<file path="src/rtl/img_pkg.sv">
// Shared image-pipeline constants: coordinate widths and pixel polarity.
package img_pkg;
   localparam int H_W_DEF        = 11;
   localparam int V_W_DEF        = 11;
   localparam int CNT_W_DEF      = 20;
   localparam int MIN_PIXELS_DEF = 16;
   localparam logic BLACK        = 1'b0;
endpackage

</file>
<file path="src/rtl/sync_edge_det.sv">
// N-bit edge detector: one register of history, rise/fall valid in the cycle the input changes.
module sync_edge_det #(
   parameter int N = 1
) (
   input  logic         clk,
   input  logic         rst_n,
   input  logic [N-1:0] d,
   output logic [N-1:0] rise,
   output logic [N-1:0] fall
);
   logic [N-1:0] d_q;

   always_ff @(posedge clk or negedge rst_n) begin
      if (!rst_n) d_q <= '0;
      else        d_q <= d;
   end

   assign rise = d & ~d_q;
   assign fall = ~d & d_q;
endmodule

</file>
<file path="src/rtl/binary_bbox.sv">
// Bounding box and pixel count of black pixels in a binarized frame, reported once per vsync.
module binary_bbox
   import img_pkg::*;
#(
   parameter int H_W        = H_W_DEF,
   parameter int V_W        = V_W_DEF,
   parameter int CNT_W      = CNT_W_DEF,
   parameter int MIN_PIXELS = MIN_PIXELS_DEF
) (
   input  logic             clk,
   input  logic             rst_n,
   input  logic             frame_vsync,
   input  logic             frame_hsync,
   input  logic             frame_de,
   input  logic             monoc,
   output logic [H_W-1:0]   box_left,
   output logic [H_W-1:0]   box_right,
   output logic [V_W-1:0]   box_top,
   output logic [V_W-1:0]   box_bottom,
   output logic [CNT_W-1:0] box_pixels,
   output logic             box_found,
   output logic             box_valid
);
   logic [1:0]       edge_rise;
   logic [1:0]       edge_fall;
   logic             vs_rise;
   logic             de_fall;
   logic             target;
   logic             armed;
   logic [H_W-1:0]   x_cnt;
   logic [V_W-1:0]   y_cnt;
   logic [H_W-1:0]   min_x, max_x, nx_min_x, nx_max_x;
   logic [V_W-1:0]   min_y, max_y, nx_min_y, nx_max_y;
   logic [CNT_W-1:0] cnt, nx_cnt;
   logic             nx_found;
   logic             unused_ok;

   sync_edge_det #(.N(2)) u_edge (
      .clk   (clk),
      .rst_n (rst_n),
      .d     ({frame_vsync, frame_de}),
      .rise  (edge_rise),
      .fall  (edge_fall)
   );

   assign vs_rise   = edge_rise[1];
   assign de_fall   = edge_fall[0];
   assign target    = frame_de && (monoc == BLACK);
   assign unused_ok = ^{frame_hsync, edge_fall[1], edge_rise[0]};

   always_ff @(posedge clk or negedge rst_n) begin
      if (!rst_n) begin
         x_cnt <= '0;
      end else if (frame_de) begin
         if (x_cnt != '1) x_cnt <= x_cnt + 1'b1;
      end else if (de_fall) begin
         x_cnt <= '0;
      end
   end

   always_ff @(posedge clk or negedge rst_n) begin
      if (!rst_n) begin
         y_cnt <= '0;
      end else if (vs_rise) begin
         y_cnt <= '0;
      end else if (de_fall && (y_cnt != '1)) begin
         y_cnt <= y_cnt + 1'b1;
      end
   end

   // Accumulators merged with the current pixel; this lets a pixel on the vsync-rise cycle
   // still land in the frame being closed.
   always_comb begin
      nx_min_x = min_x;
      nx_max_x = max_x;
      nx_min_y = min_y;
      nx_max_y = max_y;
      nx_cnt   = cnt;
      if (target) begin
         if (x_cnt < min_x) nx_min_x = x_cnt;
         if (x_cnt > max_x) nx_max_x = x_cnt;
         if (y_cnt < min_y) nx_min_y = y_cnt;
         if (y_cnt > max_y) nx_max_y = y_cnt;
         if (cnt != '1)     nx_cnt   = cnt + 1'b1;
      end
   end

   assign nx_found = (nx_cnt >= CNT_W'(MIN_PIXELS));

   always_ff @(posedge clk or negedge rst_n) begin
      if (!rst_n) begin
         min_x <= '1;
         max_x <= '0;
         min_y <= '1;
         max_y <= '0;
         cnt   <= '0;
      end else if (vs_rise) begin
         min_x <= '1;
         max_x <= '0;
         min_y <= '1;
         max_y <= '0;
         cnt   <= '0;
      end else begin
         min_x <= nx_min_x;
         max_x <= nx_max_x;
         min_y <= nx_min_y;
         max_y <= nx_max_y;
         cnt   <= nx_cnt;
      end
   end

   always_ff @(posedge clk or negedge rst_n) begin
      if (!rst_n) begin
         armed      <= 1'b0;
         box_valid  <= 1'b0;
         box_found  <= 1'b0;
         box_pixels <= '0;
         box_left   <= '0;
         box_right  <= '0;
         box_top    <= '0;
         box_bottom <= '0;
      end else begin
         box_valid <= 1'b0;
         if (vs_rise) begin
            armed <= 1'b1;
            // The very first frame after reset is partial, so it only arms the block.
            if (armed) begin
               box_valid  <= 1'b1;
               box_found  <= nx_found;
               box_pixels <= nx_cnt;
               box_left   <= nx_found ? nx_min_x : '0;
               box_right  <= nx_found ? nx_max_x : '0;
               box_top    <= nx_found ? nx_min_y : '0;
               box_bottom <= nx_found ? nx_max_y : '0;
            end
         end
      end
   end
endmodule

</file>
<file path="config.mk">
export PLATFORM = sky130hd
export DESIGN_NAME = binary_bbox
export DESIGN_NICKNAME = d
export VERILOG_FILES = /design/src/rtl/img_pkg.sv /design/src/rtl/sync_edge_det.sv /design/src/rtl/binary_bbox.sv
export SDC_FILE = /design/constraint.sdc
export NUM_CORES = 1
export LEC_CHECK = 0
export CAP_MARGIN = 5
export CORE_UTILIZATION = 40
export CTS_CLUSTER_SIZE = 20
export DETAILED_ROUTE_END_ITERATION = 8
export MAX_ROUTING_LAYER = met4
export PLACE_DENSITY = 0.7
export SYNTH_ARGS = -nofsm -noshare
export SYNTH_HDL_FRONTEND = slang
export SYNTH_SLANG_ARGS = --single-unit
</file>
<file path="constraint.sdc">
create_clock -name clk -period 2.7 [get_ports clk]
set_input_delay 0.54 -clock clk [delete_from_list [all_inputs] [get_ports clk]]
set_output_delay 0.54 -clock clk [all_outputs]
set_load 0.02 [all_outputs]
</file>
==> flow_summary.ini, run 1 <==
[clock_tree]
tritoncts = yes
cts_root_buf = clkbuf_16
clock_sinks = 155
cts_inserted_buffers = 17
cts_htree_levels = 4
clk_pin_slew_ps = 60
cts_buffer_depth = 2
clock_latency_ps = 430

[finish]
final_nets = 982
final_cells = 1209
nFillCells = 1741
num_antenna_cells = 0
final_area_sq_um = 10530
multiInputGateArea_sq_um = 3807
register_area_sq_um = 3911
syn2layout_area_growth_pct = 33.12
fin_util_pct = 54.26
drive_above_1_share_pct = 22.88

[synthesis]
synth.ff_latch_count = 155
synthTopCellsByArea = dfrtp_1 42%, dfstp_2 7.3%, ha_1 7.1%
ys.flop_type = dfrtp_1
synth_edf_count = 0
netlist_area_sq_um = 7906
synth_top_area_share_pct = 42.10
ys_warn_count = 0
ys_seq_area_share_pct = 49.41
avgSynthCellArea_sq_um = 10.06
ys_types = 51
synth_top_area_cell = dfrtp_1
synth_fp_nets = 837
synth_cells = 786
async_flop_share_pct = 100.0

[power]
swShare_pct = 28.31
p_sw_mw = 1.875
clockPowerShare_pct = 38.4
power.density_nw_per_um2 = 629.3
vdd_drop_max_uv = 449.6
p_total_mw = 6.624
intPower_mw = 4.749
combPwrFrac_pct = 20.7
p_leak_nw = 4.723
seqPwrFrac_pct = 40.9

[timing]
finalClockSkew_ps = 10.59
post-route-worst-setup-slack_ps = 27.17
maxSlewHeadroom_pct = 60.11
fin_crit_ps = 2673
period_share_pct = 98.99
finalSetupViolCount = 0
hold_ws_ps = 479.3
max_freq_ghz = 0.3741
hold_viol_final = 0
setup_tns_ps = 0
tightest_slew_ps = 598.3
rsz0062_at_grt = yes
report.final.slew_viol_count = 0

[route]
finalWirelength_mm = 19.80
dr_total_vias = 6250
drt_iter0_drc = 403
firstDrtPassIters = 5
drc_errors = 0
ant_nets = 0
viasPerCell = 5.170
wl_per_cell_microns = 16.37

[floorplan]
die_h_microns = 142.6
io_pins = 72
die_w_microns = 142.6
initial_core_util_pct = 40.76
coreArea_sq_um = 19400
die_area_sq_um = 20330
placementRows = 51

[place]
place.gp.congestion = 0.8729
dp_slack_ps = -483.1
place_area_sq_um = 9425
hpwl_mm = 12.77
dp.cells = 1151
port_buffers = 70

[global_route]
grt_pass1_vias = 6122
grt.total_usage_pct = 21.08
grt_max_degree = 93
grt_pass1_wl_mm = 31.73
gr-total-overflow = 0
antenna_found_initial = 0

[worst_hold_path]
hp-class = flop to flop
hold_start = armed$_DFFE_PN0P_

[job]
max-cap-violations = 0

[outcome]
status = finished, final reports clean

[setup_path]
cp_slowest_cell = dfrtp_1
required_ps = 2990
path_buf_inv = 4
crit_start = cnt[12]$_DFF_PN0_
criticalPathCategory = flop to flop
crit_family = simple AND/OR/NAND/NOR gates
crit_path_max_fanout = 6
r2r-start = cnt[12]$_DFF_PN0_
critPathCaptureType = flop
max_stage_delay_ps = 420
start_kind = flop
path_cells = nand4_1 -> nor3_2 -> buf_4 -> nor4_4 -> xnor2_1 -> nand4_1 -> a2111oi_4 -> buf_4 -> buf_12 -> clkbuf_16 -> a211oi_1
worstPathArrival_ps = 2960
[final timing paths]
check / to / slack [ps] / depth (start not counted)
setup reg to reg: box_right[9]$_DFFE_PN0P_ / 30 / 11
setup / recovery: box_right[9]$_DFFE_PN0P_ / 30 / 11
hold reg to reg: armed$_DFFE_PN0P_ / 480 / 1
min in group asynchronous: box_bottom[1]$_DFFE_PN0P_ / 550 / 2
hold / removal: armed$_DFFE_PN0P_ / 480 / 1
max in group asynchronous: min_x[3]$_DFF_PN1_ / 1340 / 3
[placed cells by master (no fill, tap or decap), drive strengths merged, types with 2 or more instances in the layout]
master and n:
nand4 24, xnor2 14, or3 5, a2111oi 3
clkinv 4, a21oi 15, a41oi 4, mux2i 51
a211oi 49, nand2b 10, a31oi 3, nand2 71
clkdlybuf4s50 67, inv 52, ha 45, dfstp 22
and4 8, clkbuf 21, a21o 5, bufinv 4
buf 98, clkinvlp 4, a2111o 2, or2 4
nor4 3, and3 6, o21ai 35, a221oi 2
dfrtp 133, nand3 25, xor2 10, o31ai 2
nor2 116, nor3 8, o211ai 2
[cell families after synthesis]
kind of cell    Yosys count  synth area share, %
buf+inv                  95                5.111
compound gates          129                12.38
simple gates            286                16.73
mux                      52                6.599
flops                   155                49.41
xor+xnor                 24                2.659
fa+ha+maj                45                7.121
[registers in the layout, summed over array words and instances, names as in the netlist, 2 cells and up]
signal and flops:
box_bottom 11, box_left 11, min_y 11, cnt 20, x_cnt 11, box_right 11, box_top 11, u_edge.d_q 2
max_x 11, max_y 11, box_pixels 20, min_x 11, y_cnt 11
[metal layers]
layer | track usage, % | up-vias | routed length [microns]
li1 | - | 3051 | -
met1 | 26.55 | 3047 | 9146
met2 | 33.90 | 123 | 9513
met3 | 4.273 | 29 | 783
met4 | 6.904 | 0 | 351
met5 | - | - | 0
[synth_stat cells, types with 3 or more instances]
| cell type | n |
|---|---|
| inv_1 | 51 |
| a21o_1 | 5 |
| nor2_1 | 116 |
| buf_6 | 5 |
| xor2_1 | 10 |
| nand2_1 | 71 |
| a211oi_1 | 39 |
| a211oi_2 | 10 |
| o21ai_0 | 35 |
| ha_1 | 45 |
| a41oi_1 | 4 |
| xnor2_1 | 14 |
| or3_1 | 5 |
| and3_1 | 6 |
| nand2b_1 | 10 |
| a2111oi_4 | 3 |
| dfstp_2 | 22 |
| nor3_1 | 7 |
| a31oi_1 | 3 |
| nand4_1 | 24 |
| and4_1 | 8 |
| nand3_1 | 25 |
| nor4_1 | 3 |
| clkbuf_1 | 30 |
| mux2i_1 | 51 |
| a21oi_1 | 15 |
| buf_2 | 7 |
| dfrtp_1 | 133 |
[layout make-up]
type	instances	share of cell area, %
repair buffers	170	15.73
clock buffers	19	4.113
flip-flops and latches	155	37.16
multi-input cells	536	36.17
well taps	265	3.150
inverters	51	1.831
clock inverters	13	1.843
[what timing repair did]
item | 4_1_cts | 5_1_grt
setup buffers | 12 | 7
pin swaps | 5 | 15
hold endpoints to repair | 19 | 0
cloned | 5 | 2
gates resized for setup | 23 | 19
hold buffers | 1 | 0
endpoints found under the setup margin | 34 | 45
[power groups by stage]
| stage | clock network [mW] | registers, mW | logic [mW] |
|---|---|---|---|
| 2_1_floorplan | 0 | 2.85 | 0.639 |
| 4_1_cts | 2.58 | 2.71 | 1.35 |
| 3_5_place_dp | 0 | 2.75 | 1.26 |
| 6_report | 2.54 | 2.71 | 1.37 |
| 5_1_grt | 2.70 | 2.74 | 1.51 |
| 3_3_place_gp | 0 | 2.74 | 1.23 |
Note: power is estimated with default switching activity, not from simulation.
==> run 2: changes to the inputs <==
--- a/config.mk
+++ b/config.mk
@@ -10,7 +10,8 @@
 export CTS_CLUSTER_SIZE = 20
 export DETAILED_ROUTE_END_ITERATION = 8
 export MAX_ROUTING_LAYER = met4
-export PLACE_DENSITY = 0.7
+export PLACE_DENSITY = 0.62
+export SETUP_SLACK_MARGIN = 0.02
 export SYNTH_ARGS = -nofsm -noshare
 export SYNTH_HDL_FRONTEND = slang
 export SYNTH_SLANG_ARGS = --single-unit
==> run 2 against run 1 <==
The run now ends with negative setup slack left; routed wire length fell by 1.1%; critical endpoint is now box_top[3]$_DFFE_PN0P_; critical path type unchanged; flip-flop and latch count did not move; largest power group unchanged; utilization fell by 1.1 points; clock power fell by 8.3%.
==> flow_summary.ini, run 2 (same netlist as run 1, synthesis figures left out) <==
[outcome]
status = finished with violations
violations = negative setup slack

[finish]
drive_above_1_share_pct = 22.23
reg.largest.list = box_pixels (20), cnt (20)
register_area_sq_um = 3913
syn2layout_area_growth_pct = 30.40
final_nets = 979
layout_common_cells = 128 x dfrtp_1, 114 x nor2_1, 88 x buf_4
num_antenna_cells = 0
final_cells = 1205
nFillCells = 1782
fin_util_pct = 53.15
final_common_cell = dfrtp_1
final_area_sq_um = 10310
multiInputGateArea_sq_um = 3750

[job]
max-cap-violations = 0

[setup_path]
path_buf_inv = 3
rrSetupSlack_ps = -60
r2r-start = cnt[9]$_DFF_PN0_
start_kind = flop
ff2ff_path_depth = 10
worstPathArrival_ps = 3050
required_ps = 2990
critPathCaptureType = flop
crit_family = simple AND/OR/NAND/NOR gates
path_cells = nand4_1 -> or4_4 -> nor3_4 -> mux2i_1 -> nand3_1 -> a2111oi_4 -> buf_4 -> buf_6 -> buf_12 -> a211oi_2
max_stage_delay_ps = 580
crit_path_max_fanout = 6
r2r-end = box_top[3]$_DFFE_PN0P_
criticalPathCategory = flop to flop
cp_slowest_cell = or4_4

[route]
firstDrtPassIters = 5
ant_nets = 0
drc_errors = 0
finalWirelength_mm = 19.57
drt_iter0_drc = 403
wl_per_cell_microns = 16.24
dr_total_vias = 6194
viasPerCell = 5.140

[power]
swShare_pct = 28.69
intPower_mw = 4.533
seqPwrFrac_pct = 42.4
combPwrFrac_pct = 21.0
power.density_nw_per_um2 = 616.5
vdd_drop_max_uv = 465.6
clockPowerShare_pct = 36.6
p_sw_mw = 1.823
p_leak_nw = 4.662

[clock_tree]
clock_sinks = 155
clock_latency_ps = 420
cts_htree_levels = 4
tritoncts = yes
ctsHoldBuffers = 0
clk_pin_slew_ps = 60
cts_inserted_buffers = 17
cts_root_buf = clkbuf_16
cts_buffer_depth = 2

[floorplan]
placementRows = 51
io_pins = 72
initial_core_util_pct = 40.76
die_area_sq_um = 20330
die_h_microns = 142.6
coreArea_sq_um = 19400
die_w_microns = 142.6

[timing]
tightest_slew_ps = 601.9
setup_tns_ps = -509.3
max_freq_ghz = 0.3629
maxSlewHeadroom_pct = 59.88
fin_crit_ps = 2756
hold_viol_final = 0
post-route-worst-setup-slack_ps = -55.68
report.final.slew_viol_count = 0
period_share_pct = 102.1
finalSetupViolCount = 21
finalClockSkew_ps = 6.905
rsz0062_at_grt = yes

[global_route]
grt_pass1_wl_mm = 32.24
grt_max_degree = 93
grt.total_usage_pct = 21.26
antenna_found_initial = 0
gr-total-overflow = 0
grt_pass1_vias = 6092

[place]
port_buffers = 70
place.gp.congestion = 0.9065
dp.cells = 1150
place_area_sq_um = 9418
hpwl_mm = 12.79
dp_slack_ps = -602.4

[worst_hold_path]
hp-class = primary input to async pin
[run 2: cell count changes in the layout (fill, tap and decap cells not counted), sizes merged]
cell           before  now
clkdlybuf4s15       1    0
clkinvlp            4    6
clkinv              4    5
buf                98   97
dlygate4sd3         1    0
bufinv              4    2
inv                52   50
[run 2: area by class of cell]
class / count / share of cell area, %
flip-flops and latches: 155 / 37.95
clock buffers: 19 / 4.296
clock inverters: 12 / 1.214
repair buffers: 167 / 15.08
multi-input cells: 536 / 36.37
well taps: 265 / 3.216
inverters: 51 / 1.869
[run 2: how the worst max path moves through the flow]
stage | start | to | slack, ps | cells past startpoint
after CTS | cnt[1]$_DFF_PN0_ | box_right[9]$_DFFE_PN0P_ | 30 | 11
after global routing | cnt[9]$_DFF_PN0_ | box_top[4]$_DFFE_PN0P_ | -150 | 10
after detailed placement | frame_de | box_top[9]$_DFFE_PN0P_ | -600 | 9
final | cnt[9]$_DFF_PN0_ | box_top[3]$_DFFE_PN0P_ | -60 | 10
after global placement | frame_de | box_right[6]$_DFFE_PN0P_ | -530 | 9
after floorplan | monoc | box_bottom[10]$_DFFE_PN0P_ | -50 | 9
[run 2: power by group through the flow]
stage	Clock [mW]	Combinational, mW	Sequential (mW)
floorplan	0	0.639	2.85
global placement	0	1.25	2.74
detailed placement	0	1.27	2.74
CTS	2.37	1.34	2.70
global route	2.49	1.47	2.72
finish	2.33	1.33	2.70
[run 2: routing by layer]
layer  routed length [microns]  up-vias  GRT usage (%)
met3                       624       20          3.701
met5                         0        -              -
met1                      9284     3029          28.05
met2                      9398      108          33.31
met4                       265        0          6.621
li1                          -     3037              -
[run 2: through the flow]
step,hold WS [ps],total power [mW]
floorplan,244.4,3.488
global placement,450.7,3.993
detailed placement,458.4,4.009
CTS,13.52,6.408
global route,24.03,6.685
finish,9.898,6.356
[run 2: timing repair]
item                       CTS  global route
setup endpoints to repair   45            45
cloned                       4             1
resized for setup           14            13
pin swaps                    5             5
buffers inserted            10            10
==> run 3: changes to the inputs <==
--- a/config.mk
+++ b/config.mk
@@ -6,6 +6,7 @@
 export NUM_CORES = 1
 export LEC_CHECK = 0
 export CAP_MARGIN = 5
+export CORE_MARGIN = 10
 export CORE_UTILIZATION = 40
 export CTS_CLUSTER_SIZE = 20
 export DETAILED_ROUTE_END_ITERATION = 8
==> run 3 against run 2 <==
The run still ends with negative setup slack left; count of clock-buffer cells in the layout rose by 7; critical endpoint is now box_left[10]$_DFFE_PN0P_; utilization shrank 0.57 points; fmax rose by 0.93%; largest cell class unchanged.
==> flow_summary.ini, run 3 (same netlist as run 1, synthesis figures left out) <==
[outcome]
status = finished with violations
violations = negative setup slack

[setup_path]
critPathCaptureType = flop
start_kind = primary input
ff2ff_path_depth = 9
required_ps = 2990
r2r-start = cnt[5]$_DFF_PN0_
endpoint = box_left[10]$_DFFE_PN0P_
r2r-end = box_left[10]$_DFFE_PN0P_
rrSetupSlack_ps = 20
worstPathArrival_ps = 3020
crit_path_max_fanout = 9
criticalPathCategory = primary input to flop
crit_start = monoc

[clock_tree]
clock_latency_ps = 430
cts_root_buf = clkbuf_16
cts_htree_levels = 4
cts_inserted_buffers = 17
tritoncts = yes
cts_buffer_depth = 2
clock_sinks = 155
clk_pin_slew_ps = 60

[finish]
layout_common_cells = 131 x dfrtp_1, 114 x nor2_1, 75 x buf_4
num_antenna_cells = 0
final_area_sq_um = 10230
final_common_cell = dfrtp_1
fin_util_pct = 52.57
syn2layout_area_growth_pct = 29.42
reg.largest.list = box_pixels (20), cnt (20)
drive_above_1_share_pct = 21.21
final_nets = 967

[timing]
max_freq_ghz = 0.3662
finalSetupViolCount = 31
maxSlewHeadroom_pct = 57.04
fin_crit_ps = 2730
finalClockSkew_ps = 12.10
post-route-worst-setup-slack_ps = -30.39
hold_ws_ps = 116.4
report.final.slew_viol_count = 0
tightest_slew_ps = 644.3
rsz0062_at_grt = yes
hold_viol_final = 0
period_share_pct = 101.1

[floorplan]
coreArea_sq_um = 19460
die_area_sq_um = 25790
die_w_microns = 160.6
io_pins = 72
placementRows = 51
initial_core_util_pct = 40.62
die_h_microns = 160.6

[job]
max-cap-violations = 0

[power]
power.density_nw_per_um2 = 612.7
vdd_drop_max_uv = 471.3
p_leak_nw = 4.613
p_total_mw = 6.270

[global_route]
grt_max_degree = 93
grt_pass1_wl_mm = 31.33
grt_pass1_vias = 6100
antenna_found_initial = 0
grt.total_usage_pct = 15.21
gr-total-overflow = 0

[route]
ant_nets = 0
drc_errors = 0
viasPerCell = 5.165
firstDrtPassIters = 4
drt_iter0_drc = 379
dr_total_vias = 6167
wl_per_cell_microns = 16.22
finalWirelength_mm = 19.37

[place]
place.gp.congestion = 0.8798
dp_slack_ps = -521.0
port_buffers = 70
place_area_sq_um = 9430
hpwl_mm = 13.26

[worst_hold_path]
hp-class = primary input to async pin
[run 3: cell count changes in the layout (fill, tap and decap cells not counted), moves of 3 or more]
| cell | change |
|---|---|
| buf_16 | -3 |
| dfrtp_1 | +3 |
| clkbuf_8 | +4 |
| buf_4 | -13 |
| dfrtp_2 | -3 |
| clkbuf_1 | +3 |
[run 3: how the worst min path moves through the flow]
stage / from / endpoint / slack [ps] / cells after the start
6_report: rst_n / box_top[4]$_DFFE_PN0P_ / 120 / 1
3_5_place_dp: armed$_DFFE_PN0P_ / armed$_DFFE_PN0P_ / 460 / 1
2_1_floorplan: rst_n / armed$_DFFE_PN0P_ / 240 / 0
4_1_cts: rst_n / box_top[3]$_DFFE_PN0P_ / 130 / 1
3_3_place_gp: armed$_DFFE_PN0P_ / armed$_DFFE_PN0P_ / 460 / 1
5_1_grt: rst_n / box_top[3]$_DFFE_PN0P_ / 160 / 1
[run 3: critical path, stage by stage]
cell and delay (ps):
clkdlybuf4s50_1 460, nand2b_4 190, or4_4 460, nor3_4 160
mux2i_2 260, nand3_2 120, a2111oi_4 340, buf_6 230
clkbuf_16 200, a211oi_2 40
[run 3: report_power, final]
group | total (mW) | leakage [nW] | switching [mW] | internal (mW)
clock | 2.24 | 0.259 | 0.944 | 1.30
combinational | 1.32 | 2.35 | 0.714 | 0.608
sequential | 2.71 | 2.00 | 0.147 | 2.56
total | 6.27 | 4.61 | 1.81 | 4.46
[run 3: area by class of cell]
cell class                      count  area [sq um]
Clock inverter                      6         40.04
Inverter                           51         192.7
Sequential cell                   155          3909
Multi-Input combinational cell    536          3794
Clock buffer                       26         509.2
Timing Repair Buffer              155          1456
Tap cell                          265         331.6
Fill cell                        1742          9230
[run 3: metrics by stage]
step | instances | setup TNS, ps
after global placement | 1150 | -21980
after global routing | 1194 | -2987
after floorplan | 786 | -1587
after detailed placement | 1150 | -22290
final | 1194 | -422.1
after CTS | 1183 | -162.7
[run 3: what timing repair did]
action / 4_1_cts / 5_1_grt
buffers inserted: 1 / 7
pin swaps: 1 / 7
setup endpoints to repair: 45 / 45
endpoints found under the hold margin: 0 / 0
hold buffers: 0 / 0
gates cloned: 0 / 4
resized for setup: 3 / 21
[run 3: metal layers]
metal	up-vias	wire [microns]	GRT usage (%)
li1	3011	-	-
met1	3036	9057	18.89
met2	106	9391	24.56
met3	14	721	3.655
met4	0	199	3.715
met5	-	0	-
